**src/rtl/dma_sample_packer.sv**
```systemverilog
// Decimating sample packer: packs PDH loop samples into 64-bit words, buffers them in a
// first-word-fall-through FIFO and frames a fixed-length capture for the DMA write path.
module dma_sample_packer #(
    parameter int ADC_DATA_WIDTH = 14,
    parameter int DAC_DATA_WIDTH = 14,
    parameter int FIFO_DEPTH     = 16,
    parameter int DECIM_WIDTH    = 16,
    parameter int LEN_WIDTH      = 20
) (
    input  logic                      clk,
    input  logic                      rst_n,
    input  logic                      enable_i,
    input  logic [DECIM_WIDTH-1:0]    decim_i,
    input  logic [LEN_WIDTH-1:0]      frame_len_i,
    input  logic [ADC_DATA_WIDTH-1:0] adc_a_i,
    input  logic [ADC_DATA_WIDTH-1:0] adc_b_i,
    input  logic [DAC_DATA_WIDTH-1:0] dac_i,
    input  logic [15:0]               err_i,
    output logic [63:0]               data_o,
    output logic                      valid_o,
    input  logic                      ready_i,
    output logic                      busy_o,
    output logic                      done_o,
    output logic                      overflow_o,
    output logic [LEN_WIDTH-1:0]      words_o
);
    localparam int PTR_W = $clog2(FIFO_DEPTH);
    localparam logic [PTR_W:0] FULL_COUNT = (PTR_W + 1)'(FIFO_DEPTH);

    typedef enum logic [1:0] {
        ST_IDLE,
        ST_CAPTURE,
        ST_DRAIN,
        ST_DONE
    } state_t;

    state_t state_reg, state_next;

    logic                   enable_prev_reg;
    logic [DECIM_WIDTH-1:0] decim_reg;
    logic [DECIM_WIDTH-1:0] dec_cnt_reg;
    logic [LEN_WIDTH-1:0]   len_reg;
    logic [LEN_WIDTH-1:0]   words_reg;
    logic                   overflow_reg;

    logic [63:0]            mem [FIFO_DEPTH];
    logic [PTR_W-1:0]       wr_ptr_reg;
    logic [PTR_W-1:0]       rd_ptr_reg;
    logic [PTR_W:0]         count_reg;

    logic        arm;
    logic        strobe;
    logic        pop;
    logic        room;
    logic        push;
    logic        drop;
    logic        flush;
    logic [63:0] packed_word;

    assign packed_word = {err_i, 16'($signed(dac_i)), 16'($signed(adc_b_i)), 16'($signed(adc_a_i))};

    assign arm    = enable_i && !enable_prev_reg;
    assign strobe = (dec_cnt_reg == '0);
    assign pop    = valid_o && ready_i;
    // A pop in the same cycle frees the slot, so a full FIFO still accepts the push.
    assign room   = (count_reg != FULL_COUNT) || pop;

    always_comb begin
        state_next = state_reg;
        push       = 1'b0;
        drop       = 1'b0;
        flush      = 1'b0;
        case (state_reg)
            ST_IDLE: begin
                if (arm) begin
                    state_next = (frame_len_i == '0) ? ST_DONE : ST_CAPTURE;
                end
            end
            ST_CAPTURE: begin
                if (!enable_i) begin
                    flush      = 1'b1;
                    state_next = ST_IDLE;
                end else if (strobe) begin
                    if (room) begin
                        push = 1'b1;
                        if (words_reg + 1'b1 == len_reg) begin
                            state_next = ST_DRAIN;
                        end
                    end else begin
                        drop = 1'b1;
                    end
                end
            end
            ST_DRAIN: begin
                if (!enable_i) begin
                    flush      = 1'b1;
                    state_next = ST_IDLE;
                end else if (count_reg == '0) begin
                    state_next = ST_DONE;
                end
            end
            ST_DONE: begin
                if (!enable_i) begin
                    state_next = ST_IDLE;
                end
            end
            default: state_next = ST_IDLE;
        endcase
    end

    always_ff @(posedge clk or negedge rst_n) begin
        if (!rst_n) begin
            state_reg       <= ST_IDLE;
            enable_prev_reg <= 1'b0;
            decim_reg       <= '0;
            dec_cnt_reg     <= '0;
            len_reg         <= '0;
            words_reg       <= '0;
            overflow_reg    <= 1'b0;
        end else begin
            state_reg       <= state_next;
            enable_prev_reg <= enable_i;
            if (state_reg == ST_IDLE && arm) begin
                decim_reg    <= decim_i;
                len_reg      <= frame_len_i;
                words_reg    <= '0;
                overflow_reg <= 1'b0;
                dec_cnt_reg  <= '0;
            end else if (state_reg == ST_CAPTURE) begin
                // Compare before incrementing so an all-ones setting wraps to 0 exactly once.
                dec_cnt_reg <= (dec_cnt_reg == decim_reg) ? '0 : dec_cnt_reg + 1'b1;
            end
            if (push) begin
                words_reg <= words_reg + 1'b1;
            end
            if (drop) begin
                overflow_reg <= 1'b1;
            end
        end
    end

    always_ff @(posedge clk or negedge rst_n) begin
        if (!rst_n) begin
            wr_ptr_reg <= '0;
            rd_ptr_reg <= '0;
            count_reg  <= '0;
        end else if (flush) begin
            wr_ptr_reg <= '0;
            rd_ptr_reg <= '0;
            count_reg  <= '0;
        end else begin
            if (push) begin
                wr_ptr_reg <= wr_ptr_reg + 1'b1;
            end
            if (pop) begin
                rd_ptr_reg <= rd_ptr_reg + 1'b1;
            end
            case ({push, pop})
                2'b10:   count_reg <= count_reg + 1'b1;
                2'b01:   count_reg <= count_reg - 1'b1;
                default: count_reg <= count_reg;
            endcase
        end
    end

    always_ff @(posedge clk) begin
        if (push) begin
            mem[wr_ptr_reg] <= packed_word;
        end
    end

    assign valid_o    = (count_reg != '0);
    assign data_o     = valid_o ? mem[rd_ptr_reg] : 64'd0;
    assign busy_o     = (state_reg == ST_CAPTURE) || (state_reg == ST_DRAIN);
    assign done_o     = (state_reg == ST_DONE);
    assign overflow_o = overflow_reg;
    assign words_o    = words_reg;

endmodule

```
**config.mk**
```make
export PLATFORM = sky130hd
export DESIGN_NAME = dma_sample_packer
export DESIGN_NICKNAME = d
export VERILOG_FILES = /design/src/rtl/dma_sample_packer.sv
export SDC_FILE = /design/constraint.sdc
export NUM_CORES = 1
export LEC_CHECK = 0
export BUFFER_PORTS_ARGS = -buffer_cell sky130_fd_sc_hd__buf_2
export CAP_MARGIN = 15
export CORE_UTILIZATION = 33
export CTS_CLUSTER_SIZE = 14
export DETAILED_ROUTE_END_ITERATION = 10
export GPL_ROUTABILITY_DRIVEN = 0
export GPL_TIMING_DRIVEN = 0
export PLACE_DENSITY = 0.51
export REMOVE_ABC_BUFFERS = 1
export SYNTH_ARGS = -nofsm -noshare
export SYNTH_HDL_FRONTEND = slang
export SYNTH_SLANG_ARGS = --single-unit
```
**constraint.sdc**
```tcl
create_clock -name clk -period 6.49 [get_ports clk]
set_clock_uncertainty 0.1 [all_clocks]
set_input_delay 0.3245 -clock clk [delete_from_list [all_inputs] [get_ports clk]]
set_output_delay 0.3245 -clock clk [all_outputs]
set_load 0.01 [all_outputs]
```
==> reports/qor.txt <==
========================================================================================================
Outcome                                                                                     finished clean
Post-synthesis instance total                                                                       1912
Number of different library cells in the post-synthesis netlist                                       58
Worst path cell trace                                                                       buf_16 -> buf_16 -> mux4_2 -> mux4_2 -> and2_1 -> buf_2
Post-route minimum period                                                                       4.201 ns
Placeable core area                                                                          121700 um^2
Via density per instance                                                                           5.101
Die Span Y                                                                                      352.1 um
Number of flip-flops in the largest register                                                         928
CP top delay family                                                                         multiplexers
Max FO, Critical Path                                                                                 41
Post-synth design cell area                                                                   40440 um^2
Iteration-0 DRC count of the detailed router                                                        1449
Worst slack at placement                                                                        2.361 ns
Startpoint class of the critical path                                                               flop
Net switching component of the power                                                          0.004956 W
Total of max-cap violations                                                                            0
Post-CTS clock slew at the launch and capture registers of the worst setup and hold paths        0.06 ns
I/O Buffers                                                                                          185
Type of element capturing the critical path                                                 primary output
Async set-reset flop share out of synthesis                                                       8.751%
Switching share of power                                                                          27.68%
Setup violation total in the final timing report                                                       0
Root cell of the clock tree                                                                    clkbuf_16
Count of buffers added by post-CTS timing repair for setup                                             0
CP max-delay cell                                                                                dfrtp_4
Leakage component of the power                                                                  15.54 nW
Power Total                                                                                    0.01791 W
Sequential power share                                                                             42.8%
Main flop type after synthesis                                                                  edfxtp_1
Comb power frac                                                                                    25.4%
DRC errors left                                                                                        0
Skew-Pair Late Insertion Delay                                                                   0.68 ns
Routed wire length                                                                              97.24 mm
Data arrival time of the worst path                                                              3.78 ns
Fraction of layout cells with a size suffix above 1                                               30.98%
Global-route congestion overflow total                                                                 0
Average size of a mapped cell                                                                 21.15 um^2
Starting density of the core                                                                      33.22%
Number of sinks driven by the clock tree                                                            1017
Most common cell in the netlist                                                                 edfxtp_1
Area share of the largest cell type after synthesis                                               68.91%
Largest net degree at the start of global routing                                                     69
Wire length per cell after detailed routing                                                     24.72 um
Final period util                                                                                 64.73%
Headroom to the max-slew limit                                                                    30.76%
Worst Slack Setup Final                                                                         2.289 ns
Slew at the pin with the worst max-slew slack                                                   1.037 ns
Die area                                                                                     123900 um^2
Sequential cell area fraction in the yosys report                                                 74.42%
Summed area of non-filler cells in the final layout                                           48090 um^2
FF-to-FF setup slack                                                                             2.44 ns
Final net count                                                                                     2339
Relative area change from synthesis to final layout                                               18.93%
Highest ir drop seen on vdd                                                                    0.2517 mV
Final ANT Viol Nets                                                                                    0
Width of the die                                                                                352.1 um
Placed Area                                                                                   43890 um^2
Number of flops mapped to enable cells by yosys                                                      928
Number of synthesis warnings                                                                           0
Top cells by count, synth                                                                   edfxtp_1 (928), mux4_2 (290), dfrtp_1 (89), and2_1 (72), clkbuf_1 (69)
Number of H-tree levels                                                                                3
Total number of vias                                                                               20060
Unrepaired setup endpoints after global routing                                                    false
Number of antenna repair diodes                                                                        0
Clock network fraction of total power                                                              31.9%
Number of buffers added by the clock tree synthesis step                                             105
Dominant cell type by area after synthesis                                                      edfxtp_1
Number of global-route vias before repair                                                          21590
Maximum single-stage delay on the critical path                                                  1.00 ns
Hold/Removal Path Class                                                                     primary input to asynchronous set/reset pin
Buffers & Inverters on Critical Path                                                                   3
Top-level I/O count                                                                                  186
Final hold viol count                                                                                  0
Max Root-Sink Buffers                                                                                  3
Ranking of synthesized cells by area                                                        edfxtp_1 (69%), mux4_2 (16%), dfrtp_1 (5.5%)
Initial antenna violation count                                                                        8
Placement Rows                                                                                       128
Worst hold slack                                                                               0.1353 ns
Half-perimeter wire length after placement                                                      52.52 mm
Power density cells                                                                         372.4 nW/um^2
Global-route wire length before repair                                                          143.4 mm
CTS tree                                                                                           built
Startpoint-to-endpoint class of the critical path                                           flop to primary output
#FFs+latches synth                                                                                  1017
WP data required                                                                                 6.07 ns
First-pass iteration count of the detailed router                                                      5
Number of max-slew violations in the final report                                                      0
Maximum achievable frequency                                                                   238.0 MHz
Pint                                                                                           0.01295 W
Aggregate global-route resource usage                                                             15.68%
========================================================================================================
-- cell families after synthesis --
kind of cell	after synthesis	synth area share, %
compound gates	118	1.813
xor+xnor	52	1.126
fa+ha+maj	14	0.4332
buf+inv	122	1.287
flops	1017	74.42
mux	334	17.35
simple gates	255	3.568
-- final cells by class --
class                           count  area [um^2]
Fill cell                       10930        73620
Inverter                           13        48.80
Sequential cell                  1017        30110
Multi-Input combinational cell    773         9881
Tap cell                         1625         2033
Clock buffer                      135         2771
Clock inverter                     53        446.7
Timing Repair Buffer              317         2803
-- what timing repair did --
item	CTS	global route
hold endpoints to repair	1057	0
hold buffers	98	0
gates resized for setup	0	0
-- path summary, 6_finish.rpt --
path | start | endpoint | cells after the start
max reg2reg | dec_cnt_reg[0] | mem[5][33] | 9
min | rst_n | decim_reg[10] | 3
max in group asynchronous | rst_n | dec_cnt_reg[8] | 3
min in group clk | decim_i[9] | decim_reg[9] | 3
max | rd_ptr_reg[0] | data_o[4] | 6
min reg2reg | overflow_o | overflow_o | 2
-- metrics by stage --
stage / setup TNS, ns / instances / util, %
2_1_floorplan: -276.02 / 1803 / -
3_3_place_gp: -636.59 / 3613 / 35.27
3_5_place_dp: 0 / 3647 / 36.06
4_1_cts: 0 / 3933 / 39.51
5_1_grt: 0 / 3933 / 39.51
6_report: 0 / 3933 / 39.51
-- per-layer routing --
layer  global-route usage (%)  vias up  share of wire, %
met3                    3.301      150               5.3
met1                    21.60    10800                44
li1                         -     8567                 -
met2                    25.46      528                48
met4                    3.652       14               2.0
met5                        0        -             0.092
-- placed cells by master (no fill, tap or decap), types with 16 or more instances in the layout --
cell type / n
edfxtp_1: 928
mux4_2: 290
buf_2: 184
clkbuf_16: 106
dlygate4sd3_1: 98
dfrtp_1: 85
and2_1: 60
o21ai_0: 47
nor2_1: 40
nand2_1: 38
mux2_2: 36
xor2_1: 32
buf_16: 29
a21oi_1: 28
clkbuf_1: 28
clkinv_1: 24
xnor2_1: 20
nand3_1: 16
nand4_1: 16
clkinv_2: 16
-- worst min-delay path: stages --
cell and delay (ns):
dlygate4sd3_1 0.52, buf_4 0.14, buf_16 0.29
-- power groups by stage --
stage	Combinational (W)	Sequential (W)	Clock (W)
after global placement	0.00417	0.00826	0
after CTS	0.00469	0.00767	0.00587
after global routing	0.00494	0.00771	0.00608
after floorplan	0.00307	0.00800	0
after detailed placement	0.00462	0.00781	0
final	0.00454	0.00766	0.00570
Note: power is estimated with default switching activity, not from simulation.
